## src/rtl/quantum_ctrl_pkg.sv

```systemverilog
// Shared widths and FSM state encodings for the preemption quantum controller.
package quantum_ctrl_pkg;

    localparam int QUANTUM_W = 16;
    localparam int TIME_W    = 32;

    typedef enum logic [1:0] {
        ST_IDLE    = 2'd0,
        ST_RUN     = 2'd1,
        ST_EXPIRED = 2'd2,
        ST_UNUSED  = 2'd3
    } state_t;

endpackage

```

## src/rtl/quantum_ctrl_if.sv

```systemverilog
// OS-facing bus of the quantum controller: instruction retire pulse,
// quantum programming, context-switch handshake and status readback.
interface quantum_ctrl_if;
    import quantum_ctrl_pkg::*;

    logic                 done_inst;
    logic                 enable;
    logic                 set_quantum;
    logic [QUANTUM_W-1:0] quantum_in;
    logic                 ack;
    logic                 preempt_req;
    logic [QUANTUM_W-1:0] quantum_left;
    logic [TIME_W-1:0]    time_count;
    logic [1:0]           ctrl_state;

    modport master (
        output done_inst, enable, set_quantum, quantum_in, ack,
        input  preempt_req, quantum_left, time_count, ctrl_state
    );

    modport slave (
        input  done_inst, enable, set_quantum, quantum_in, ack,
        output preempt_req, quantum_left, time_count, ctrl_state
    );

endinterface

```

## src/rtl/quantum_ctrl_instr_timer.sv

```systemverilog
// Free-running retired-instruction counter; wraps naturally at 2^W.
module instr_timer
    import quantum_ctrl_pkg::*;
#(
    parameter int W = TIME_W
) (
    input  logic         clk,
    input  logic         rst,
    input  logic         en,
    output logic [W-1:0] count
);

    // Count one per enabled edge, cleared asynchronously.
    always_ff @(posedge clk or posedge rst) begin
        if (rst) count <= '0;
        else if (en) count <= count + W'(1);
    end

endmodule

```

## src/rtl/quantum_ctrl.sv

```systemverilog
// Time-slice controller: loads a quantum, counts retired instructions down
// and raises a level preemption request until the OS acknowledges it.
module quantum_ctrl
    import quantum_ctrl_pkg::*;
(
    input  logic           clk,
    input  logic           reset,
    quantum_ctrl_if.slave  bus
);

    state_t               state, state_nxt;
    logic [QUANTUM_W-1:0] q_r;
    logic [QUANTUM_W-1:0] cnt, cnt_nxt;
    logic [QUANTUM_W-1:0] q_eff;
    logic                 preempt_r;
    logic [TIME_W-1:0]    tc;

    // A same-cycle set_quantum is the quantum every reload must see.
    assign q_eff = bus.set_quantum ? bus.quantum_in : q_r;

    // Next-state and down-counter update; enable drop outranks retirement.
    always_comb begin
        state_nxt = state;
        cnt_nxt   = cnt;
        case (state)
            ST_IDLE: begin
                if (bus.set_quantum) cnt_nxt = bus.quantum_in;
                if (bus.enable && q_eff != '0) begin
                    state_nxt = ST_RUN;
                    cnt_nxt   = q_eff;
                end
            end
            ST_RUN: begin
                if (!bus.enable) begin
                    state_nxt = ST_IDLE;
                    if (bus.set_quantum) cnt_nxt = bus.quantum_in;
                end else if (bus.set_quantum) begin
                    cnt_nxt = bus.quantum_in;
                    if (bus.quantum_in == '0) state_nxt = ST_IDLE;
                end else if (bus.done_inst) begin
                    if (cnt > QUANTUM_W'(1)) begin
                        cnt_nxt = cnt - QUANTUM_W'(1);
                    end else begin
                        cnt_nxt   = '0;
                        state_nxt = ST_EXPIRED;
                    end
                end
            end
            ST_EXPIRED: begin
                // Counter parks at zero; only the acknowledge leaves here.
                if (bus.ack) begin
                    cnt_nxt   = q_eff;
                    state_nxt = (bus.enable && q_eff != '0) ? ST_RUN : ST_IDLE;
                end
            end
            default: state_nxt = ST_IDLE;
        endcase
    end

    // State, quantum, counter and registered preemption request.
    always_ff @(posedge clk or posedge reset) begin
        if (reset) begin
            state     <= ST_IDLE;
            q_r       <= '0;
            cnt       <= '0;
            preempt_r <= 1'b0;
        end else begin
            state     <= state_nxt;
            q_r       <= q_eff;
            cnt       <= cnt_nxt;
            preempt_r <= (state_nxt == ST_EXPIRED);
        end
    end

    instr_timer #(.W(TIME_W)) u_timer (
        .clk   (clk),
        .rst   (reset),
        .en    (bus.done_inst),
        .count (tc)
    );

    assign bus.preempt_req  = preempt_r;
    assign bus.quantum_left = cnt;
    assign bus.time_count   = tc;
    assign bus.ctrl_state   = state;

endmodule

```

## src/flat_wrapper.sv

```systemverilog
// flat-port wrapper written by rule: the top's interface ports become plain ports
module quantum_ctrl_flat import quantum_ctrl_pkg::*;
  (clk, reset, bus_done_inst, bus_enable, bus_set_quantum, bus_quantum_in, bus_ack, bus_preempt_req, bus_quantum_left, bus_time_count, bus_ctrl_state);
  quantum_ctrl_if bus_i ();
  input  logic clk;
  input  logic reset;
  input wire logic [$bits(bus_i.done_inst)-1:0] bus_done_inst;
  input wire logic [$bits(bus_i.enable)-1:0] bus_enable;
  input wire logic [$bits(bus_i.set_quantum)-1:0] bus_set_quantum;
  input wire logic [$bits(bus_i.quantum_in)-1:0] bus_quantum_in;
  input wire logic [$bits(bus_i.ack)-1:0] bus_ack;
  output wire logic [$bits(bus_i.preempt_req)-1:0] bus_preempt_req;
  output wire logic [$bits(bus_i.quantum_left)-1:0] bus_quantum_left;
  output wire logic [$bits(bus_i.time_count)-1:0] bus_time_count;
  output wire logic [$bits(bus_i.ctrl_state)-1:0] bus_ctrl_state;
  assign bus_i.done_inst = bus_done_inst;
  assign bus_i.enable = bus_enable;
  assign bus_i.set_quantum = bus_set_quantum;
  assign bus_i.quantum_in = bus_quantum_in;
  assign bus_i.ack = bus_ack;
  assign bus_preempt_req = bus_i.preempt_req;
  assign bus_quantum_left = bus_i.quantum_left;
  assign bus_time_count = bus_i.time_count;
  assign bus_ctrl_state = bus_i.ctrl_state;
  quantum_ctrl u_core (.clk(clk), .reset(reset), .bus(bus_i));
endmodule
```

## config.mk

```make
export PLATFORM = sky130hd
export DESIGN_NAME = quantum_ctrl_flat
export DESIGN_NICKNAME = d
export VERILOG_FILES = /design/src/rtl/quantum_ctrl_pkg.sv /design/src/rtl/quantum_ctrl_if.sv /design/src/rtl/quantum_ctrl_instr_timer.sv /design/src/rtl/quantum_ctrl.sv /design/src/flat_wrapper.sv
export SDC_FILE = /design/constraint.sdc
export NUM_CORES = 1
export LEC_CHECK = 0
export CAP_MARGIN = 20
export CELL_PAD_IN_SITES_DETAIL_PLACEMENT = 0
export CELL_PAD_IN_SITES_GLOBAL_PLACEMENT = 1
export CORE_MARGIN = 2
export CORE_UTILIZATION = 41
export DETAILED_ROUTE_END_ITERATION = 6
export PLACE_DENSITY = 0.8
export SYNTH_ARGS = -nofsm -noshare
export SYNTH_HDL_FRONTEND = slang
export SYNTH_HIERARCHICAL = 1
export SYNTH_SLANG_ARGS = --single-unit
```

## constraint.sdc

```tcl
create_clock -name clk -period 2.8 [get_ports clk]
set_clock_uncertainty 0.05 [all_clocks]
set_input_delay 0.84 -clock clk [delete_from_list [all_inputs] [get_ports clk]]
set_output_delay 0.84 -clock clk [all_outputs]
set_load 0.02 [all_outputs]
```

After elaboration in Yosys (flattened, before gate mapping)
Index checks and enable logic that the tools add are counted.
{ "word_totals": {"regBits": 67, "out_inout_bits": 51, "wordCells": 37} }
{ "classes": {"addsub": 2, "eq_ne": 5, "n_lt_le_gt_ge": 1, "n_mux": 18, "reduce_logical": 6} }
{ "op_table": {"columns": ["op", "n"], "rows": [
  ["2-to-1 mux 16 bit", 8],
  ["one-hot mux 16 bit (3 select lines)", 1],
  ["adder 32 x 1 -> 32 bit, second input constant", 1],
  ["greater-than comparator 16 x 1 -> 1 bit, second input constant", 1],
  ["zero test 16 bit", 1],
  ["nonzero test 16 bit", 1],
  ["subtractor 16 x 1 -> 16 bit, second input constant", 1],
  ["2-to-1 mux 2 bit", 7],
  ["one-hot mux 2 bit (3 select lines)", 1],
  ["== test 2 bit, second input constant", 2],
  ["!= test 4 bit, second input constant", 1],
  ["AND reduction 3 bit", 1],
  ["nonzero test 3 bit", 1],
  ["== test 2 x 1 -> 1 bit, second input constant", 1],
  ["zero test 2 bit", 1],
  ["!= test 2 bit, second input constant", 1],
  ["logical AND 1 bit", 1],
  ["2-to-1 mux 1 bit", 1]
]} }

Depth between registers and ports, before layout
{ "logic_depth": {"word_depth": 7, "mapped_depth": 9, "mapped_depth_nobuf": 8} }

Cells and area by module
Netlist, hierarchy kept.
{ "by_module_without_submodules": {"columns": ["module", "cells_per_inst", "area_per_inst_um2", "n_inst"], "rows": [
  ["quantum_ctrl", 390, 3057.9, 1],
  ["instr_timer", 126, 1510.2, 1]
]} }

Worst setup path before layout
OpenSTA, ideal clock, no wires.
{ "synth_timing": {"kind": "input to register", "from": "in bus_quantum_in[8]", "to": "reg u_core.cnt[1] (netlist: u_core/bus.quantum_left[1])", "path_buffers": 1, "stages": 6, "arrival_time_ns": 2.448, "slack_ns": 0.213, "required_time_ns": 2.662, "setup_time_ns": 0.088, "path_cell_list": "nand2b_4 -> or4_1 -> a222oi_1 -> buf_2 -> mux2_1 -> a41oi_1"} }
{ "synth_between": {"elab_chain_len": 5} }
{ "synth_lines": {"columns": ["element", "line_no", "source"], "rows": [
  ["from (decl)", "flat_wrapper.sv:10", "input wire logic [$bits(bus_i.quantum_in)-1:0] bus_quantum_in;"],
  ["2-to-1 mux 16 bit", "quantum_ctrl.sv:19", "assign q_eff = bus.set_quantum ? bus.quantum_in : q_r;"],
  ["nonzero test 16 bit", "quantum_ctrl.sv:28", "if (bus.enable && q_eff != '0) begin"],
  ["logical AND 1 bit", "quantum_ctrl.sv:28", null],
  ["2-to-1 mux 16 bit", "quantum_ctrl.sv:28", null],
  ["one-hot mux 16 bit (3 select lines)", "quantum_ctrl.sv:25", "case (state)"],
  ["to (signal assigned)", "quantum_ctrl.sv:70", "cnt <= cnt_nxt;"],
  ["to (decl)", "quantum_ctrl.sv:13", "logic [QUANTUM_W-1:0] cnt, cnt_nxt;"]
]} }
Every way passes these cells.
A chain may end at the register's enable or synchronous reset.

Worst setup path in the final report
{ "layout_timing": {"from": "in bus_quantum_in[6]", "to": "reg u_core.cnt[9] (netlist: u_core/bus.quantum_left[9])"} }
Same word-level chain as after synthesis.

==> summary.txt <==
Global routing
  • Initial antenna violation count: 0
  • Aggregate global routing overflow: 0
  • Global-route wire length before repair: 25100 um
  • Total global-route track usage: 27.81%
  • Pin count of the biggest net entering global routing: 36
  • Via count of the first global-routing pass: 4561

Logic synthesis
  • Xor and xnor fraction of the mapped netlist area: 6.327%
  • Post-synthesis cell type count: 79
  • Post-Synthesis Cells: 516
  • Post-synth EDFFs: 0
  • Number of nets produced by synthesis: roughly 550
  • Synthesized-area fraction occupied by ao, oa, aoi and oai cells: between 10% and 20%
  • Top post-synthesis cells by area: dfrtp_1, nand2_1, xor2_1, o21ai_0, nor2_1
  • Post-synth top flop: dfrtp_1
  • Post-synth top area share: 36.70%
  • Multiplexer fraction of the synthesized cell area: 4.684%
  • Async S/R FF share, synth: 100.0%
  • Simple-gate portion of the synthesized area: about a quarter
  • Leading area contributor after synthesis: dfrtp_1
  • Summed instance area of the synthesized netlist: 4568 um^2
  • Largest family of logic cells by synthesized area: simple AND/OR/NAND/NOR gates
  • Syn_area_per_cell: about 9 um^2
  • Adder and majority gate portion of the synthesized area: 2.191%
  • Total number of yosys warnings: 6
  • Flop and latch count out of synthesis: 67
  • Sequential fraction of the synthesis area: 36.70%

Drt
  • Overall routed net length: about 16000 um
  • Via density per instance: between 5 and 6
  • Total via count after detailed routing: 4668
  • Drt drc: 0
  • Final antenna-violating net count: 0
  • Detailed router's first-iteration violation count: 320
  • Number of iterations in the first detailed-routing pass: 5
  • Routed len/inst: 20.44 um

CTS
  • Number of clock sinks: 67
  • Worst-path clk slew: approximately 0.090 ns
  • Number of buffers between clock root and the deepest sink: 2
  • Hold Buf Count CTS: 0
  • Number of buffers added by the clock tree synthesis step: 9
  • Worst-skew pair later-pin latency: 0.36 ns
  • Maximum level of the CTS H-tree: 3
  • CTS tree: yes
  • Clock root buffer master: clkbuf_8

Worst setup path
  • CP endpoint: u_core/bus.quantum_left[9]
  • Depth of the worst register-to-register path: 9
  • Startpoint type of the worst setup path: input pin
  • Arrival time reported for the critical path endpoint: 2.93 ns
  • Maximum net fanout on the critical path: 6
  • Critical path's top delay family: simple AND/OR/NAND/NOR gates
  • Slowest stage cell on the critical path: or4_4
  • Critical path depth in cells: 7
  • Register-to-register setup slack: between 0.2 and 0.3 ns
  • Critical R2R Capture: u_core/bus.quantum_left[14]
  • Critical Path End Type: flip-flop
  • Required arrival time at the worst endpoint: 3.00 ns
  • Critical path launch point: bus_quantum_in[6]
  • Critical R2R Launch: u_core/bus.quantum_left[1]
  • Cells traversed along the worst timing path: clkdlybuf4s50_1, or4_4, a222oi_1, nand2b_4, buf_6, a31oi_1, a211o_1
  • Crit path buffers/inverters: 2
  • Crit path largest cell delay: 0.54 ns
  • Crit Path Class: input pin to flip-flop

Timing
  • Maximum clock frequency: 0.3659 GHz
  • Slew margin rel.: 59.40%
  • Number of setup violations in the final report: 0
  • Least-Margin Pin Slew: 0.6026 ns
  • Final Hold Slack: 0.4369 ns
  • Min cycle time layout: approximately 2.7 ns
  • Total count of max-transition violations in the final report: 0
  • Ratio of final minimum period to clock period: 97.61%
  • Number of hold violations in the final report: 0

Layout
  • Fraction of layout instances using a drive strength above 1: roughly 20%
  • Area taken by multi-input logic gates: 2668 um^2
  • Most common cell after layout, fill and taps aside: buf_4
  • Seq. cell area: 1677 um^2
  • Post-route non-filler standard cell count: a little under 800
  • Number of fill cells: between 1000 and 1500
  • Number of nets at the end of the flow: 674
  • Commonest cells after routing, fill and taps aside: buf_4, clkdlybuf4s50_1, dfrtp_1
  • P&R area growth vs syn: 35.22%
  • Count of antenna diodes in the layout: 0

Floorplan
  • Core outline area: 10840 um^2
  • Initial Util: 42.14%
  • Width of the chip: 109.6 um
  • Die Footprint: 12000 um^2
  • Io pins: 73
  • Vertical die dimension: 109.6 um
  • Row count: 38

Placement
  • Instance count after placement with tap cells included: 771
  • Weighted congestion reported at the end of routability-driven placement: 0.9606
  • PortBufs: slightly above 70
  • Placed wire-length estimate: 11770 um

Min path
  • Hold crit path type: flip-flop to flip-flop

Status
  • Result of the run: completed

Run
  • Max Cap Viol: 0

Pwr
  • Maximum vdd drop: 0.5666 mV
  • Areal power density over the cells: a little over 800 nW/um^2
  • Leakage power total: 2.696 nW
per-stage QoR:
step	util, %	TNS (ns)	power [mW]	setup slack (ns)	instance area [um^2]
finish	56.98	0	4.967	0.06695	6177
global route	56.98	-0.05761	5.235	-0.02292	6177
CTS	56.48	0	4.927	0.02046	6122
detailed placement	54.13	-5.538	3.870	-0.3953	5868
global placement	54.13	-5.151	3.845	-0.3736	5868
floorplan	-	0	2.768	0.2133	4568
kinds of logic after synthesis:
logic type | count (synthesis)
compound gates | 125
xor+xnor | 33
fa+ha+maj | 8
buf+inv | 56
flops | 67
mux | 20
simple gates | 207
sequential cells by signal, indices dropped and copies added, names as in the netlist:
signal and cells:
u_core/bus.quantum_left 16, u_core/q_r 16, u_core/bus.preempt_req 1, u_core/u_timer/count 32, u_core/bus.ctrl_state 2
cell usage after synthesis (4+ instances only):
cell,number
inv_1,23
o22ai_1,5
a31oi_1,6
a32oi_1,4
nand3_1,17
a221oi_1,5
nor3_1,26
and2_1,6
nor4_1,11
ha_1,8
clkbuf_1,15
mux2_2,10
and3_1,8
o211ai_1,4
o21ai_1,8
nor2_1,37
o21ai_0,29
xor2_1,18
nand4_1,9
nand2b_1,6
mux2i_1,9
a211oi_1,4
nor2b_1,4
nand2_1,49
a21oi_1,19
xnor2_1,15
o221ai_1,5
buf_2,10
dfrtp_1,67
or4_1,4
final cells by class:
class,count,share of cell area (%)
inverter,24,1.458
clock inverter,7,2.005
timing repair buffer,149,21.37
sequential,67,27.14
tap,140,2.836
multi-input combinational,393,43.18
clock buffer,9,2.005
metal layers:
layer / vias to the layer above / routed length (um) / global-route usage, % / share of wire [%]
li1: 2156 / - / - / -
met1: 2279 / 7362 / 39.50 / 46
met2: 194 / 7124 / 42.02 / 44
met3: 39 / 1136 / 4.742 / 7.0
met4: 0 / 503 / 10.94 / 3.1
met5: - / 0 / 0 / 0
worst min-delay path by stage:
stage | from | to | slack [ns] | depth (start not counted)
after floorplan | u_core/q_r[14] | u_core/q_r[14] | 0.44 | 1
after global placement | u_core/u_timer/count[31] | u_core/u_timer/count[31] | 0.41 | 1
after detailed placement | u_core/u_timer/count[31] | u_core/u_timer/count[31] | 0.42 | 1
after CTS | u_core/u_timer/count[31] | u_core/u_timer/count[31] | 0.43 | 1
after global routing | u_core/u_timer/count[30] | u_core/u_timer/count[30] | 0.46 | 1
final | u_core/u_timer/count[31] | u_core/u_timer/count[31] | 0.44 | 1
power by group:
part           total, mW  switching (mW)  internal, mW
Sequential          1.45           0.294          1.16
Combinational       2.48            1.35          1.13
Clock               1.03           0.435         0.600
repair_timing:
item / in CTS / in global routing
gates resized for setup: 1 / 9
setup buffers: 0 / 2
setup endpoints to repair: 1 / 10
pin swaps: 0 / 3
Power figures use the tool's default switching activity.
